File: config.mk
export PLATFORM = sky130hd
export DESIGN_NAME = pipeline_hazard_ctrl_flat
export DESIGN_NICKNAME = d
export VERILOG_FILES = /design/src/rtl/pipeline_hazard_ctrl_pkg.sv /design/src/rtl/pipeline_hazard_ctrl_if.sv /design/src/rtl/pipeline_hazard_ctrl_hazard_detect.sv /design/src/rtl/pipeline_hazard_ctrl.sv /design/src/flat_wrapper.sv
export SDC_FILE = /design/constraint.sdc
export NUM_CORES = 1
export LEC_CHECK = 0
export ABC_AREA = 1
export CAP_MARGIN = 40
export CORE_MARGIN = 2
export CORE_UTILIZATION = 55
export CTS_CLUSTER_SIZE = 8
export DETAILED_ROUTE_END_ITERATION = 16
export HOLD_SLACK_MARGIN = 0.12
export PLACE_DENSITY = 0.95
export RECOVER_POWER = 25
export SLEW_MARGIN = 5
export SYNTH_ARGS = -nofsm -noshare
export SYNTH_HDL_FRONTEND = slang
export SYNTH_SLANG_ARGS = --single-unit
File: constraint.sdc
create_clock -name clk -period 3.87 [get_ports clk]
set_input_delay 0.774 -clock clk [delete_from_list [all_inputs] [get_ports clk]]
set_output_delay 0.774 -clock clk [all_outputs]
set_load 0.01 [all_outputs]
File: src/rtl/pipeline_hazard_ctrl_pkg.sv
// rtl/pipeline_hazard_ctrl_pkg.sv - shared pipeline constants, control bundle and decode helpers
package pipeline_hazard_ctrl_pkg;

    localparam logic [1:0]  ST_RUN      = 2'd0;
    localparam logic [1:0]  ST_MEM_WAIT = 2'd1;
    localparam logic [1:0]  ST_HALT     = 2'd2;
    localparam logic [4:0]  REG_ZERO    = 5'd0;
    localparam logic [31:0] NOP_INSTR   = 32'h0000_0000;

    typedef struct packed {
        logic pcWe;
        logic ifidWe;
        logic ifidFlush;
        logic idexWe;
        logic idexFlush;
        logic exmemWe;
        logic memwbFlush;
    } ctrl_t;

    function automatic ctrl_t ctrlAll(input logic we, input logic flush);
        ctrl_t c;
        c.pcWe       = we;
        c.ifidWe     = we;
        c.ifidFlush  = flush;
        c.idexWe     = we;
        c.idexFlush  = flush;
        c.exmemWe    = we;
        c.memwbFlush = flush;
        return c;
    endfunction

    // Everything held; only the MEM/WB stage is bubbled so a stalled access never retires twice.
    function automatic ctrl_t ctrlFrozen();
        ctrl_t c;
        c = ctrlAll(1'b0, 1'b0);
        c.memwbFlush = 1'b1;
        return c;
    endfunction

    // Normal-flow decode: redirect beats load-use, which beats plain advance.
    function automatic ctrl_t ctrlRun(input logic redirect, input logic hazard);
        ctrl_t c;
        c = ctrlAll(1'b1, 1'b0);
        if (redirect) begin
            c.ifidFlush = 1'b1;
            c.idexFlush = 1'b1;
        end else if (hazard) begin
            c.pcWe      = 1'b0;
            c.ifidWe    = 1'b0;
            c.idexFlush = 1'b1;
        end
        return c;
    endfunction

endpackage

File: src/rtl/pipeline_hazard_ctrl_if.sv
// rtl/pipeline_hazard_ctrl_if.sv - hazard-controller bundle between pipeline datapath and sequencer
interface pipeline_hazard_ctrl_if #(
    parameter int CNT_W = 32
);
    logic [4:0]       id_rs;
    logic [4:0]       id_rt;
    logic             id_uses_rt;
    logic             idex_memread;
    logic [4:0]       idex_rt;
    logic             ex_redirect;
    logic             exmem_memreq;
    logic             mem_ack;
    logic             pc_we;
    logic             ifid_we;
    logic             ifid_flush;
    logic             idex_we;
    logic             idex_flush;
    logic             exmem_we;
    logic             memwb_flush;
    logic             mem_err;
    logic [CNT_W-1:0] stall_cycles;

    modport master (
        output id_rs, id_rt, id_uses_rt, idex_memread, idex_rt,
               ex_redirect, exmem_memreq, mem_ack,
        input  pc_we, ifid_we, ifid_flush, idex_we, idex_flush,
               exmem_we, memwb_flush, mem_err, stall_cycles
    );

    modport slave (
        input  id_rs, id_rt, id_uses_rt, idex_memread, idex_rt,
               ex_redirect, exmem_memreq, mem_ack,
        output pc_we, ifid_we, ifid_flush, idex_we, idex_flush,
               exmem_we, memwb_flush, mem_err, stall_cycles
    );
endinterface

File: src/rtl/pipeline_hazard_ctrl_hazard_detect.sv
// rtl/pipeline_hazard_ctrl_hazard_detect.sv - combinational load-use hazard equation
module hazard_detect
    import pipeline_hazard_ctrl_pkg::*;
(
    input  logic       idex_memread,
    input  logic [4:0] idex_rt,
    input  logic [4:0] id_rs,
    input  logic [4:0] id_rt,
    input  logic       id_uses_rt,
    output logic       hazard
);
    // A load into r0 writes nothing, so it can never feed a dependent instruction.
    assign hazard = idex_memread && (idex_rt != REG_ZERO) &&
                    ((idex_rt == id_rs) || (id_uses_rt && (idex_rt == id_rt)));
endmodule

File: src/rtl/pipeline_hazard_ctrl.sv
// rtl/pipeline_hazard_ctrl.sv - pipeline register/PC sequencer: load-use bubbles, redirects, memory freeze
module pipeline_hazard_ctrl
    import pipeline_hazard_ctrl_pkg::*;
#(
    parameter int MEM_TIMEOUT = 64,
    parameter int CNT_W       = 32
) (
    input logic                  clk,
    input logic                  rst,
    pipeline_hazard_ctrl_if.slave bus
);
    localparam int                WAIT_W   = $clog2(MEM_TIMEOUT + 1);
    localparam logic [WAIT_W-1:0] WAIT_MAX = WAIT_W'(MEM_TIMEOUT);

    logic [1:0]        state;
    logic [1:0]        nextState;
    logic [WAIT_W-1:0] waitCnt;
    logic [WAIT_W-1:0] waitCntNext;
    logic              memErr;
    logic              memErrNext;
    logic [CNT_W-1:0]  stallCnt;
    logic              hazard;
    ctrl_t             ctrl;

    hazard_detect u_hazard_detect (
        .idex_memread (bus.idex_memread),
        .idex_rt      (bus.idex_rt),
        .id_rs        (bus.id_rs),
        .id_rt        (bus.id_rt),
        .id_uses_rt   (bus.id_uses_rt),
        .hazard       (hazard)
    );

    always_comb begin
        ctrl        = ctrlAll(1'b1, 1'b0);
        nextState   = state;
        waitCntNext = waitCnt;
        memErrNext  = memErr;
        if (rst) begin
            ctrl        = ctrlAll(1'b0, 1'b1);
            nextState   = ST_RUN;
            waitCntNext = '0;
            memErrNext  = 1'b0;
        end else begin
            case (state)
                ST_RUN: begin
                    if (bus.exmem_memreq && !bus.mem_ack) begin
                        ctrl        = ctrlFrozen();
                        nextState   = ST_MEM_WAIT;
                        waitCntNext = WAIT_W'(1);
                    end else begin
                        ctrl = ctrlRun(bus.ex_redirect, hazard);
                    end
                end
                ST_MEM_WAIT: begin
                    // The ack cycle resumes normally; held redirects/hazards act right here.
                    if (bus.mem_ack) begin
                        ctrl        = ctrlRun(bus.ex_redirect, hazard);
                        nextState   = ST_RUN;
                        waitCntNext = '0;
                    end else begin
                        ctrl = ctrlFrozen();
                        if (waitCnt == WAIT_MAX) begin
                            nextState  = ST_HALT;
                            memErrNext = 1'b1;
                        end else begin
                            waitCntNext = waitCnt + 1'b1;
                        end
                    end
                end
                ST_HALT: ctrl = ctrlAll(1'b0, 1'b0);
                default: begin
                    ctrl      = ctrlAll(1'b0, 1'b0);
                    nextState = ST_RUN;
                end
            endcase
        end
    end

    always_ff @(posedge clk) begin
        state   <= nextState;
        waitCnt <= waitCntNext;
        memErr  <= memErrNext;
        if (rst) begin
            stallCnt <= '0;
        end else if (!ctrl.pcWe && (stallCnt != {CNT_W{1'b1}})) begin
            stallCnt <= stallCnt + 1'b1;
        end
    end

    assign bus.pc_we        = ctrl.pcWe;
    assign bus.ifid_we      = ctrl.ifidWe;
    assign bus.ifid_flush   = ctrl.ifidFlush;
    assign bus.idex_we      = ctrl.idexWe;
    assign bus.idex_flush   = ctrl.idexFlush;
    assign bus.exmem_we     = ctrl.exmemWe;
    assign bus.memwb_flush  = ctrl.memwbFlush;
    assign bus.mem_err      = memErr;
    assign bus.stall_cycles = stallCnt;
endmodule
File: src/flat_wrapper.sv
// flat-port wrapper written by rule: the top's interface ports become plain ports
module pipeline_hazard_ctrl_flat import pipeline_hazard_ctrl_pkg::*;
#(
    parameter int MEM_TIMEOUT = 64,
    parameter int CNT_W       = 32
)
  (clk, rst, bus_id_rs, bus_id_rt, bus_id_uses_rt, bus_idex_memread, bus_idex_rt, bus_ex_redirect, bus_exmem_memreq, bus_mem_ack, bus_pc_we, bus_ifid_we, bus_ifid_flush, bus_idex_we, bus_idex_flush, bus_exmem_we, bus_memwb_flush, bus_mem_err, bus_stall_cycles);
  pipeline_hazard_ctrl_if #(.CNT_W(CNT_W)) bus_i ();
  input logic clk;
  input logic rst;
  input wire logic [$bits(bus_i.id_rs)-1:0] bus_id_rs;
  input wire logic [$bits(bus_i.id_rt)-1:0] bus_id_rt;
  input wire logic [$bits(bus_i.id_uses_rt)-1:0] bus_id_uses_rt;
  input wire logic [$bits(bus_i.idex_memread)-1:0] bus_idex_memread;
  input wire logic [$bits(bus_i.idex_rt)-1:0] bus_idex_rt;
  input wire logic [$bits(bus_i.ex_redirect)-1:0] bus_ex_redirect;
  input wire logic [$bits(bus_i.exmem_memreq)-1:0] bus_exmem_memreq;
  input wire logic [$bits(bus_i.mem_ack)-1:0] bus_mem_ack;
  output wire logic [$bits(bus_i.pc_we)-1:0] bus_pc_we;
  output wire logic [$bits(bus_i.ifid_we)-1:0] bus_ifid_we;
  output wire logic [$bits(bus_i.ifid_flush)-1:0] bus_ifid_flush;
  output wire logic [$bits(bus_i.idex_we)-1:0] bus_idex_we;
  output wire logic [$bits(bus_i.idex_flush)-1:0] bus_idex_flush;
  output wire logic [$bits(bus_i.exmem_we)-1:0] bus_exmem_we;
  output wire logic [$bits(bus_i.memwb_flush)-1:0] bus_memwb_flush;
  output wire logic [$bits(bus_i.mem_err)-1:0] bus_mem_err;
  output wire logic [$bits(bus_i.stall_cycles)-1:0] bus_stall_cycles;
  assign bus_i.id_rs = bus_id_rs;
  assign bus_i.id_rt = bus_id_rt;
  assign bus_i.id_uses_rt = bus_id_uses_rt;
  assign bus_i.idex_memread = bus_idex_memread;
  assign bus_i.idex_rt = bus_idex_rt;
  assign bus_i.ex_redirect = bus_ex_redirect;
  assign bus_i.exmem_memreq = bus_exmem_memreq;
  assign bus_i.mem_ack = bus_mem_ack;
  assign bus_pc_we = bus_i.pc_we;
  assign bus_ifid_we = bus_i.ifid_we;
  assign bus_ifid_flush = bus_i.ifid_flush;
  assign bus_idex_we = bus_i.idex_we;
  assign bus_idex_flush = bus_i.idex_flush;
  assign bus_exmem_we = bus_i.exmem_we;
  assign bus_memwb_flush = bus_i.memwb_flush;
  assign bus_mem_err = bus_i.mem_err;
  assign bus_stall_cycles = bus_i.stall_cycles;
  pipeline_hazard_ctrl #(.MEM_TIMEOUT(MEM_TIMEOUT), .CNT_W(CNT_W)) u_core (.clk(clk), .rst(rst), .bus(bus_i));
endmodule
==> impl_metrics.env <==
export IMPL_wirelength_mm=7.877
export IMPL_overflow=0
export IMPL_wl_per_cell_um=12.87
export IMPL_clk_pin_slew_ps=80
export IMPL_worstHoldPathType="flip-flop to flip-flop"
export IMPL_status="complete, but fails checks"
export IMPL_fin_skew_ps=7.573
export IMPL_seq_area_frac_synth_pct=29.47
export IMPL_slowest_delay_ps=530
export IMPL_multiInputGateArea_um2=1727
export IMPL_synth_largest_area_cell="dfxtp_1"
export IMPL_leakagePower_nw=1.428
export IMPL_seq_power_share_pct=49.0
export IMPL_post_cts_resized=0
export IMPL_finalSetupTns_ps=0
export IMPL_cts_setup_buffers=0
export IMPL_clock_latency_ps=290
export IMPL_p_int_uw=683.7
export IMPL_synth_cell_type_count=25
export IMPL_async_reset_ff_share_pct=0
export IMPL_power_uw=906.2
export IMPL_routabilityCongestion=0.9396
export IMPL_viasPerCell=5.337
export IMPL_die_area_um2=5779
export IMPL_cp_required_ps=3100
export IMPL_drive_gt1_share_pct=3.321
export IMPL_synth_top_area_share_pct=29.47
export IMPL_synth_area_leaders="dfxtp_1 (29%), nand2_1 (22%), nand3_1 (9.5%)"
export IMPL_drt_initial_drc_count=231
export IMPL_ctsRootBufferMaster="clkbuf_8"
export IMPL_synth_fp_nets=510
export IMPL_path_cells="clkdlybuf4s50_1 -> nor2_1 -> o21ai_1 -> inv_2 -> nor2_1 -> nand2_1 -> inv_1 -> clkdlybuf4s50_1"
export IMPL_synthCells=485
export IMPL_drt_pass1_iter_count=5
export IMPL_vias=3266
export IMPL_maxSlewViolCount=39
export IMPL_power_switching_share_pct=24.56
export IMPL_crit_type="primary input to primary output"
export IMPL_synth_edf_count=0
export IMPL_finalHoldViolCount=0
export IMPL_hpwl_mm=6.011
export IMPL_grt_pass1_wl_mm=13.54
export IMPL_grt_max_degree=39
export IMPL_power_net_switching_uw=222.5
export IMPL_synth_compound_area_share_pct=9.035
export IMPL_critical_path_slowest_cell="clkdlybuf4s50_1"
export IMPL_cts_buffers=5
export IMPL_chipWidth_um=76.02
export IMPL_htreeDepth=2
export IMPL_die_h_um=76.02
export IMPL_ant_nets=0
export IMPL_synth_warnings=0
export IMPL_slew_headroom_pct=-13.10
export IMPL_synth_top_family_by_area="simple AND/OR/NAND/NOR gates"
export IMPL_muxShareOfSynthArea_pct=0
export IMPL_cts_buffer_depth=2
export IMPL_critPathMaxFanout=4
export IMPL_synth_seq_cells=42
export IMPL_cts_tree="built"
export IMPL_final_period_utilization_pct=87.63
export IMPL_grt_pass1_vias=2957
export IMPL_post_route_min_period_ps=3391
export IMPL_design_core_area_um2=5042
export IMPL_rsz0062_at_grt="no"
export IMPL_finalSetupViolCount=0
export IMPL_ir_drop_uv=162.5
export IMPL_violations="capacitance limit, slew limit"
export IMPL_max_freq_mhz=294.9
export IMPL_power_frac_comb_pct=13.5
export IMPL_arrival_ps=2620
export IMPL_synth_xor_xnor_area_share_pct=5.219
export IMPL_critPathLaunchType="primary input"
export IMPL_syn_to_final_growth_pct=25.83
export IMPL_drt_drc_violations_left=0
export IMPL_clkPwrFrac_pct=37.5
export IMPL_netlist_area_um2=2853
export IMPL_antenna_found_initial=0
export IMPL_regArea_um2=840.8
export IMPL_layout_cells_non_filler=612
export IMPL_port_buffer_count=61
export IMPL_dp_cells=604
export IMPL_nets=566
export IMPL_ios=62
export IMPL_ys_flop_type="dfxtp_1"
export IMPL_synthAdderAreaFrac_pct=1.316
export IMPL_worst_pin_slew_ps=1697
export IMPL_cp_end_kind="primary output"
export IMPL_hold_ws_ps=455.4
export IMPL_avgSynthCellArea_um2=5.882
export IMPL_power_density_nw_per_um2=252.5
export IMPL_nFillCells=460
export IMPL_yosys_area_share_simple_pct=44.96
export IMPL_rows=26
export IMPL_max_cap_violations=1
export IMPL_diodes=0
export IMPL_cts_sinks=42
export IMPL_track_usage_pct=28.28
export IMPL_initial_core_util_pct=56.58
export IMPL_hold_buffers=0
registers in the layout, summed over array words and instances, names as in the netlist:
name,flops
u_core.bus.stall_cycles,32
u_core.waitCnt,7
u_core.bus.mem_err,1
u_core.state,2
layout by cell type (no fill, tap or decap), drive strengths merged:
cell / count
a211oi: 1
xnor2: 3
clkdlybuf4s50: 44
dfxtp: 42
o21ai: 5
nor3: 16
nor4: 1
clkbuf: 8
nand4: 3
xor2: 14
nand3: 55
ha: 3
a21oi: 45
nor2: 55
nand2: 168
nand3b: 6
inv: 53
bufinv: 1
buf: 2
dlygate4sd3: 17
power groups by stage:
stage	registers, mW	clock network [mW]	logic, mW
after detailed placement	0.454	0	0.123
final	0.444	0.340	0.123
after CTS	0.444	0.347	0.124
after global placement	0.453	0	0.119
after global routing	0.445	0.369	0.137
after floorplan	0.453	0	0.0717
synthesized netlist by cell type (all sizes together), types with 3 or more instances:
cell type  instances
clkbuf             9
nor2              55
nand3b             6
nor3              16
inv               53
xor2              14
nand2            168
nand4              3
buf                6
xnor2              3
ha                 3
dfxtp             42
nand3             55
a21oi             45
o21ai              5
kinds of logic after synthesis:
logic type,count (synthesis)
fa+ha+maj,3
flops,42
buf+inv,68
xor+xnor,17
simple gates,304
compound gates,51
metrics by stage:
step / cell area, µm² / util [%] / setup WS (ps)
floorplan: 2853 / - / 1112
global placement: 3487 / 69.16 / 553.9
detailed placement: 3487 / 69.16 / 464.2
CTS: 3593 / 71.27 / 460.0
global route: 3590 / 71.19 / 388.5
finish: 3590 / 71.19 / 478.8
routing by layer:
metal  share of wire, %  up-vias  GRT usage, %
met2                 50      110         50.63
met4               0.96        0         6.182
met1                 44     1500         36.38
met3                5.9        7         3.910
li1                   -     1649             -
met5                  0        -             0
path summary, 6_finish.rpt:
path	endpoint	slack, ps	from	depth (start not counted)
max	bus_ifid_we	480	bus_mem_ack	8
min	u_core.bus.mem_err	460	u_core.bus.mem_err	2
max reg2reg	u_core.bus.stall_cycles[15]	1380	u_core.bus.stall_cycles[0]	9
min reg2reg	u_core.bus.mem_err	460	u_core.bus.mem_err	2
cell type report:
type | count | share of cell area, %
flip-flops and latches | 42 | 23.42
clock inverters | 1 | 0.8365
clock buffers | 7 | 2.126
inverters | 53 | 5.542
repair buffers | 64 | 17.53
well taps | 70 | 2.440
multi-input cells | 375 | 48.10
critical path: cells and delay by family:
kind                   cells  cell delay, ps
AO/OA/AOI/OAI              1             240
buffers and inverters      4            1190
AND/OR/NAND/NOR            3             400
Note: power is estimated with default switching activity, not from simulation.
